### config.mk
export PLATFORM = sky130hd
export DESIGN_NAME = ps2_key_matrix_flat
export DESIGN_NICKNAME = d
export VERILOG_FILES = /design/src/rtl/ps2_key_matrix_if.sv /design/src/rtl/ps2_key_matrix.sv /design/src/flat_wrapper.sv
export SDC_FILE = /design/constraint.sdc
export NUM_CORES = 1
export LEC_CHECK = 0
export ABC_AREA = 1
export CORE_UTILIZATION = 45
export CTS_CLUSTER_DIAMETER = 200
export DETAILED_ROUTE_END_ITERATION = 10
export PLACE_DENSITY = 0.72
export SLEW_MARGIN = 10
export SYNTH_ARGS = -nofsm -noshare
export SYNTH_HDL_FRONTEND = slang
export SYNTH_SLANG_ARGS = --single-unit
### constraint.sdc
create_clock -name clk -period 4.23 [get_ports clk]
set_input_delay 0.6345 -clock clk [delete_from_list [all_inputs] [get_ports clk]]
set_output_delay 0.6345 -clock clk [all_outputs]
set_load 0.02 [all_outputs]
### src/rtl/ps2_key_matrix_if.sv
// PPI-side matrix read bus and external scancode lookup ROM bus.
interface ps2_key_matrix_if;
    logic [3:0] matrix_y;
    logic [7:0] matrix_x;
    logic [8:0] rom_address;
    logic [7:0] rom_rdata;

    // Keyboard front end: answers row reads and drives ROM lookups
    modport master (
        input  matrix_y,
        input  rom_rdata,
        output matrix_x,
        output rom_address
    );

    // PPI and ROM side
    modport slave (
        output matrix_y,
        output rom_rdata,
        input  matrix_x,
        input  rom_address
    );
endinterface

### src/rtl/ps2_key_matrix.sv
// PS/2 receiver, scancode prefix decoder and 11x8 active-low MSX key matrix.
module ps2_key_matrix #(
    parameter int unsigned FILTER_LEN     = 8,
    parameter int unsigned TIMEOUT_CYCLES = 20000
) (
    input  logic              clk,
    input  logic              reset_n,
    input  logic              ps2_clk,
    input  logic              ps2_data,
    ps2_key_matrix_if.master  bus,
    output logic              frame_error
);

    localparam int unsigned FW = (FILTER_LEN > 1) ? $clog2(FILTER_LEN) : 1;
    localparam int unsigned TW = (TIMEOUT_CYCLES > 1) ? $clog2(TIMEOUT_CYCLES) : 1;

    typedef enum logic [1:0] {RX_IDLE, RX_DATA, RX_PARITY, RX_STOP} rx_state_t;
    typedef enum logic [1:0] {DEC_IDLE, DEC_LOOKUP, DEC_APPLY} dec_state_t;

    logic [1:0]    clk_meta, data_meta;
    logic          clk_sync, data_sync;
    logic          filt_clk;
    logic [FW-1:0] flt_cnt;
    logic          ev, ev_data;

    rx_state_t     rx_state, rx_next;
    logic [7:0]    shift;
    logic [2:0]    bit_cnt;
    logic          parity_bit;
    logic [TW-1:0] idle_cnt;
    logic          byte_valid, err_c;

    dec_state_t    dec_state, dec_next;
    logic          e0_flag, f0_flag;
    logic [2:0]    skip_cnt;
    logic          load_addr, set_e0, set_f0, load_skip, dec_skip, bat, apply, clr_flags;
    logic [7:0]    matrix [0:10];

    assign clk_sync  = clk_meta[1];
    assign data_sync = data_meta[1];

    // Two-flop synchronisers for the asynchronous PS/2 lines
    always_ff @(posedge clk or negedge reset_n) begin
        if (!reset_n) begin
            clk_meta  <= '1;
            data_meta <= '1;
        end else begin
            clk_meta  <= {clk_meta[0], ps2_clk};
            data_meta <= {data_meta[0], ps2_data};
        end
    end

    // Glitch filter on ps2_clk; a filtered falling edge yields one sample event with its data bit
    always_ff @(posedge clk or negedge reset_n) begin
        if (!reset_n) begin
            filt_clk <= 1'b1;
            flt_cnt  <= '0;
            ev       <= 1'b0;
            ev_data  <= 1'b1;
        end else begin
            ev      <= filt_clk && !clk_sync && (flt_cnt == FW'(FILTER_LEN - 1));
            ev_data <= data_sync;
            if (clk_sync == filt_clk) begin
                flt_cnt <= '0;
            end else if (flt_cnt == FW'(FILTER_LEN - 1)) begin
                filt_clk <= clk_sync;
                flt_cnt  <= '0;
            end else begin
                flt_cnt <= flt_cnt + FW'(1);
            end
        end
    end

    // Frame receiver state register
    always_ff @(posedge clk or negedge reset_n) begin
        if (!reset_n) rx_state <= RX_IDLE;
        else          rx_state <= rx_next;
    end

    // Frame receiver next state; a stalled partial frame is abandoned by the timeout
    always_comb begin
        rx_next    = rx_state;
        byte_valid = 1'b0;
        err_c      = 1'b0;
        if (rx_state != RX_IDLE && !ev && idle_cnt == TW'(TIMEOUT_CYCLES - 1)) begin
            rx_next = RX_IDLE;
            err_c   = 1'b1;
        end else if (ev) begin
            case (rx_state)
                RX_IDLE:   if (!ev_data) rx_next = RX_DATA;
                RX_DATA:   if (bit_cnt == 3'd7) rx_next = RX_PARITY;
                RX_PARITY: rx_next = RX_STOP;
                RX_STOP: begin
                    rx_next = RX_IDLE;
                    if ((^{shift, parity_bit}) && ev_data) byte_valid = 1'b1;
                    else                                   err_c      = 1'b1;
                end
                default:   rx_next = RX_IDLE;
            endcase
        end
    end

    // Receiver shift register, bit counter, inter-event counter and error pulse
    always_ff @(posedge clk or negedge reset_n) begin
        if (!reset_n) begin
            shift       <= '0;
            bit_cnt     <= '0;
            parity_bit  <= 1'b0;
            idle_cnt    <= '0;
            frame_error <= 1'b0;
        end else begin
            frame_error <= err_c;
            if (ev || rx_state == RX_IDLE) idle_cnt <= '0;
            else                           idle_cnt <= idle_cnt + TW'(1);
            if (ev) begin
                case (rx_state)
                    RX_IDLE: bit_cnt <= '0;
                    RX_DATA: begin
                        shift   <= {ev_data, shift[7:1]};
                        bit_cnt <= bit_cnt + 3'd1;
                    end
                    RX_PARITY: parity_bit <= ev_data;
                    default: ;
                endcase
            end
        end
    end

    // Decode state register
    always_ff @(posedge clk or negedge reset_n) begin
        if (!reset_n) dec_state <= DEC_IDLE;
        else          dec_state <= dec_next;
    end

    // Prefix/skip resolution and lookup sequencing; bytes arriving outside IDLE are dropped
    always_comb begin
        dec_next  = dec_state;
        load_addr = 1'b0;
        set_e0    = 1'b0;
        set_f0    = 1'b0;
        load_skip = 1'b0;
        dec_skip  = 1'b0;
        bat       = 1'b0;
        apply     = 1'b0;
        clr_flags = err_c;
        case (dec_state)
            DEC_IDLE: begin
                if (byte_valid) begin
                    if (skip_cnt != 3'd0)        dec_skip  = 1'b1;
                    else if (shift == 8'hE1)     load_skip = 1'b1;
                    else if (shift == 8'hE0)     set_e0    = 1'b1;
                    else if (shift == 8'hF0)     set_f0    = 1'b1;
                    else if (!e0_flag && !f0_flag && shift == 8'hAA) bat = 1'b1;
                    else if (!e0_flag && !f0_flag &&
                             (shift inside {8'hFA, 8'hEE, 8'hFE, 8'hFC, 8'h00, 8'hFF})) begin
                    end else begin
                        load_addr = 1'b1;
                        dec_next  = DEC_LOOKUP;
                    end
                end
            end
            DEC_LOOKUP: dec_next = DEC_APPLY;
            DEC_APPLY: begin
                apply     = bus.rom_rdata[7] && (bus.rom_rdata[6:3] <= 4'd10);
                clr_flags = 1'b1;
                dec_next  = DEC_IDLE;
            end
            default: dec_next = DEC_IDLE;
        endcase
    end

    // Prefix flags, Pause skip counter and ROM address
    always_ff @(posedge clk or negedge reset_n) begin
        if (!reset_n) begin
            e0_flag         <= 1'b0;
            f0_flag         <= 1'b0;
            skip_cnt        <= '0;
            bus.rom_address <= '0;
        end else begin
            if (clr_flags) begin
                e0_flag <= 1'b0;
                f0_flag <= 1'b0;
            end else begin
                if (set_e0) e0_flag <= 1'b1;
                if (set_f0) f0_flag <= 1'b1;
            end
            if (load_skip)     skip_cnt <= 3'd7;
            else if (dec_skip) skip_cnt <= skip_cnt - 3'd1;
            if (load_addr) bus.rom_address <= {e0_flag, shift};
        end
    end

    // Key matrix storage: BAT releases everything, APPLY writes one key bit
    always_ff @(posedge clk or negedge reset_n) begin
        if (!reset_n) begin
            for (int unsigned r = 0; r < 11; r++) matrix[r] <= '1;
        end else if (bat) begin
            for (int unsigned r = 0; r < 11; r++) matrix[r] <= '1;
        end else if (apply) begin
            matrix[bus.rom_rdata[6:3]][bus.rom_rdata[2:0]] <= f0_flag;
        end
    end

    // Registered row read; rows beyond 10 read as all released
    always_ff @(posedge clk or negedge reset_n) begin
        if (!reset_n)                   bus.matrix_x <= '1;
        else if (bus.matrix_y <= 4'd10) bus.matrix_x <= matrix[bus.matrix_y];
        else                            bus.matrix_x <= '1;
    end

endmodule

### src/flat_wrapper.sv
// flat-port wrapper written by rule: the top's interface ports become plain ports
module ps2_key_matrix_flat 
#(
    parameter int unsigned FILTER_LEN     = 8,
    parameter int unsigned TIMEOUT_CYCLES = 20000
)
  (clk, reset_n, ps2_clk, ps2_data, frame_error, bus_matrix_y, bus_rom_rdata, bus_matrix_x, bus_rom_address);
  ps2_key_matrix_if bus_i ();
  input  logic clk;
  input  logic reset_n;
  input  logic ps2_clk;
  input  logic ps2_data;
  output logic frame_error;
  input wire logic [$bits(bus_i.matrix_y)-1:0] bus_matrix_y;
  input wire logic [$bits(bus_i.rom_rdata)-1:0] bus_rom_rdata;
  output wire logic [$bits(bus_i.matrix_x)-1:0] bus_matrix_x;
  output wire logic [$bits(bus_i.rom_address)-1:0] bus_rom_address;
  assign bus_i.matrix_y = bus_matrix_y;
  assign bus_i.rom_rdata = bus_rom_rdata;
  assign bus_matrix_x = bus_i.matrix_x;
  assign bus_rom_address = bus_i.rom_address;
  ps2_key_matrix #(.FILTER_LEN(FILTER_LEN), .TIMEOUT_CYCLES(TIMEOUT_CYCLES)) u_core (.clk(clk), .reset_n(reset_n), .ps2_clk(ps2_clk), .ps2_data(ps2_data), .bus(bus_i), .frame_error(frame_error));
endmodule
==> results.md <==
* Total Die Area at ~18000 sq um
* Register-to-register path setup slack at approximately 1700 ps
* Top-Level Pins at 34
* Crit. Startpoint: bus_matrix_y[1]
* Pin count of the biggest net entering global routing at between 80 and 90
* Setup Fix Bufs, Post-CTS at 0
* VDD IR max at between 0.3 and 0.4 mV
* Final GP Congestion at about 0.91
* Final Worst Setup Slack at roughly 1700 ps
* Number of nets in the synthesized netlist at approximately 1000
* Classification of the worst-slack hold path: in -> async
* Total placed instance area at about 8400 sq um
* Synth area leaders: sky130_fd_sc_hd__dfstp_2, sky130_fd_sc_hd__dfrtp_1, sky130_fd_sc_hd__o21ai_0
* Routed wire length per instance at ~18 microns
* Power density over the cells at about 360 nW/um^2
* Clock tree from TritonCTS: yes
* Cell type contributing the most total cell area after synthesis: sky130_fd_sc_hd__dfstp_2
* Portion of total power attributed to the clock network at 47.1%
* Hold violation count in the final report at 0
* Reg2reg start: u_core.shift[4]
* Global-route usage over all layers at 25.3%
* Grt total ovfl at 0
* Average vias per placed instance at approximately 5.9
* Static leakage at 3.64 nW
* Maximum clock frequency at 0.393 GHz
* Bufs on Longest Clock Path at 2
* Logic depth of the worst register-to-register path at 9
* Total of flip-flops plus latches after synthesis at 152
* Maximum clock skew at final layout at roughly 7 ps
* Place WS at 1340 ps
* Final-report max-slew violation count at 0
* Width of the die at around 130 microns
* Transition time of the tightest slew-check pin at approximately 900 ps
* TritonCTS buffer count at 17
* Distinct cells, synth at 39
* Global-route wire length before repair at ~35000 microns
* Most instantiated flip-flop cell in the synthesis netlist: sky130_fd_sc_hd__dfstp_2
* Design internal power at 2.46 mW
* Portion of the post-synthesis area used by sequential elements at between 40 and 50%
* Post-CTS Hold Fix Bufs at 0
* Crit. End Element: flip-flop
* Cell area after synthesis at approximately 8000 sq um
* Data required, critical path at about 4600 ps
* Final nets at about 1000
* Proportion of power drawn by combinational gates at just under 7%
* Switching Power at about 0.81 mW
* Switching Fraction at about a quarter
* Post-route design area at around 9000 sq um
* Sink count of the clock tree at approximately 150
* Critical path type: in -> reg
* Half-perimeter wire length of the detailed placement result at 13900 microns
* Share of the synthesized area in the top cell type at 33.9%
* Share of synthesized registers carrying an async set or reset at between 90% and 100%
* Fin Hold WS at around 300 ps
* Initial standard-cell utilization of the core at a little under half
* Total wirelength of the detailed-routed design at around 22000 microns
* DRC violations left at 0
* Number of cell rows at 48
* Sequential share of power at 46.0%
* Number of synthesized flops with an enable pin at 0
* Chip Height at approximately 130 microns
* Core utilization of the finished layout at between 50 and 60%
* Run status: finished, final reports clean
* Count of antenna diodes in the layout at 0
* Mean Syn Cell Area at just over 8 sq um
* Drt initial violations at slightly below 800
* Critical Path Fanout Max at 22
* Number of global-route vias before repair at around 6600
* Number of instances in the synthesized netlist at around 960
* CORE AREA at approximately 17000 sq um
* Overall via count from detail_route at between 7000 and 8000
* Clock latency reported for the late side of the worst-skew pair at 440 ps
* Final-layout setup total negative slack at 0 ps
* Share of post-route cells with drive strength above 1 at between 10% and 20%
* Count of TritonRoute iterations in the first routing pass at 6
* Number of I/O port buffers at 33
* H-tree levels at 4
* Min Clock Period, post-route at 2550 ps
* Data arrival time of the critical path at 2870 ps
* # Max-Cap Violations at 0
* Antenna violations before repair at 0
* Antenna Violating Nets Remaining at 0
* Number of resized instances in the post-cts repair step at 0
* Final setup violation count at 0
* Period utilisation layout at between 60% and 70%
* Register clock-pin slew on the reported worst setup and hold paths at around 60 ps
* Endpoint of the worst register-to-register path: u_core.matrix[37]
* Number of warnings issued by yosys at 0
* Unrepaired setup endpoints after global routing: no
* Synth-to-Final Area Change at 13.8%
* Crit start category: input pin
* Root Driver: sky130_fd_sc_hd__clkbuf_16
* Max_slew headroom at 38.9%
per-layer routing:
| layer | routed length, microns | GRT usage (%) | part of all wire, % | vias to the layer above |
|---|---|---|---|---|
| met5 | 0 | 0 | 0 | - |
| met3 | 2090 | 5.93 | 9.5 | 67 |
| met4 | 697 | 10.7 | 3.2 | 0 |
| met1 | 9370 | 35.2 | 43 | 3374 |
| met2 | 9820 | 37.8 | 45 | 373 |
| li1 | - | - | - | 3308 |
layout by cell type (no fill, tap or decap), drive strengths merged, types with 18 or more instances in the layout:
cell type / Yosys / routed
a31oi: 20 / 20
clkdlybuf4s50: 0 / 32
inv: 83 / 85
dfstp: 102 / 102
nand3: 32 / 32
nand2: 144 / 144
o21ai: 147 / 147
nor3: 82 / 82
clkbuf: 39 / 19
nor2: 96 / 96
dfrtp: 50 / 50
a21oi: 71 / 71
nand4: 18 / 18
critical path: stages:
cell	delay, ps
sky130_fd_sc_hd__clkdlybuf4s50_1	510
sky130_fd_sc_hd__inv_1	530
sky130_fd_sc_hd__nor2_1	150
sky130_fd_sc_hd__buf_4	260
sky130_fd_sc_hd__a22oi_1	250
sky130_fd_sc_hd__o21ai_0	170
sky130_fd_sc_hd__o211ai_1	220
sky130_fd_sc_hd__o211ai_1	140
cells by family after synthesis:
logic type | synth area share (%)
XOR/XNOR | 0.444
AO/OA/AOI/OAI | 18.4
AND/OR/NAND/NOR | 22.3
adder cells (fa/ha/maj) | 2.06
flip-flops | 49.8
buffers and inverters | 7.00
synthesized netlist by cell type, types with 3 or more instances:
master                      count
sky130_fd_sc_hd__a21oi_1       71
sky130_fd_sc_hd__a221oi_1       6
sky130_fd_sc_hd__a22oi_1        6
sky130_fd_sc_hd__a31oi_1       20
sky130_fd_sc_hd__buf_2          7
sky130_fd_sc_hd__buf_6          3
sky130_fd_sc_hd__clkbuf_1      39
sky130_fd_sc_hd__clkinv_1       4
sky130_fd_sc_hd__dfrtp_1       50
sky130_fd_sc_hd__dfstp_2      102
sky130_fd_sc_hd__ha_1          13
sky130_fd_sc_hd__inv_1         74
sky130_fd_sc_hd__inv_2          9
sky130_fd_sc_hd__nand2_1      142
sky130_fd_sc_hd__nand3_1       27
sky130_fd_sc_hd__nand3_4        3
sky130_fd_sc_hd__nand4_1       18
sky130_fd_sc_hd__nor2_1        84
sky130_fd_sc_hd__nor2_2         8
sky130_fd_sc_hd__nor2_4         3
sky130_fd_sc_hd__nor3_1        79
sky130_fd_sc_hd__nor3_2         3
sky130_fd_sc_hd__nor4_1         5
sky130_fd_sc_hd__o2111ai_1      3
sky130_fd_sc_hd__o211ai_1      13
sky130_fd_sc_hd__o21ai_0      146
sequential cells by signal, indices dropped and copies added, names as in the netlist:
name,count
u_core.data_meta,2
u_core.ev_data,1
u_core.clk_meta,2
u_core.skip_cnt,3
u_core.idle_cnt,15
u_core.flt_cnt,3
u_core.parity_bit,1
u_core.f0_flag,1
u_core.dec_state,2
u_core.frame_error,1
u_core.shift,8
u_core.bit_cnt,3
u_core.matrix,88
u_core.filt_clk,1
u_core.bus.matrix_x,8
u_core.rx_state,2
u_core.bus.rom_address,9
u_core.e0_flag,1
u_core.ev,1
worst max path at each step:
stage	to	slack (ps)	cells after the start
after global placement	u_core.bus.matrix_x[5]	1360	8
after detailed placement	u_core.bus.matrix_x[5]	1340	8
final	u_core.bus.matrix_x[5]	1680	8
after CTS	u_core.matrix[37]	1740	9
after floorplan	u_core.matrix[57]	2370	10
after global routing	u_core.matrix[74]	1520	8
final cells by class:
type                       instances  area, sq um
clock buffer                      19          453
inverter                          87          327
sequential                       152         3930
tap                              225          282
timing repair buffer              47          437
multi-input combinational        665         3410
fill                            1557         8250
clock inverter                    13          145
stage by stage:
| stage | power (mW) | cells |
|---|---|---|
| 3_3_place_gp | 1.75 | 1176 |
| 4_1_cts | 3.28 | 1208 |
| 6_report | 3.27 | 1208 |
| 2_1_floorplan | 1.64 | 955 |
| 5_1_grt | 3.36 | 1208 |
| 3_5_place_dp | 1.75 | 1176 |
power groups by stage:
stage	Clock, mW	Combinational, mW	Sequential [mW]
final	1.54	0.226	1.50
after global routing	1.61	0.245	1.51
after CTS	1.56	0.224	1.50
after detailed placement	0	0.223	1.53
after global placement	0	0.220	1.53
after floorplan	0	0.102	1.53
No activity file was read; power rests on OpenSTA's default activity.
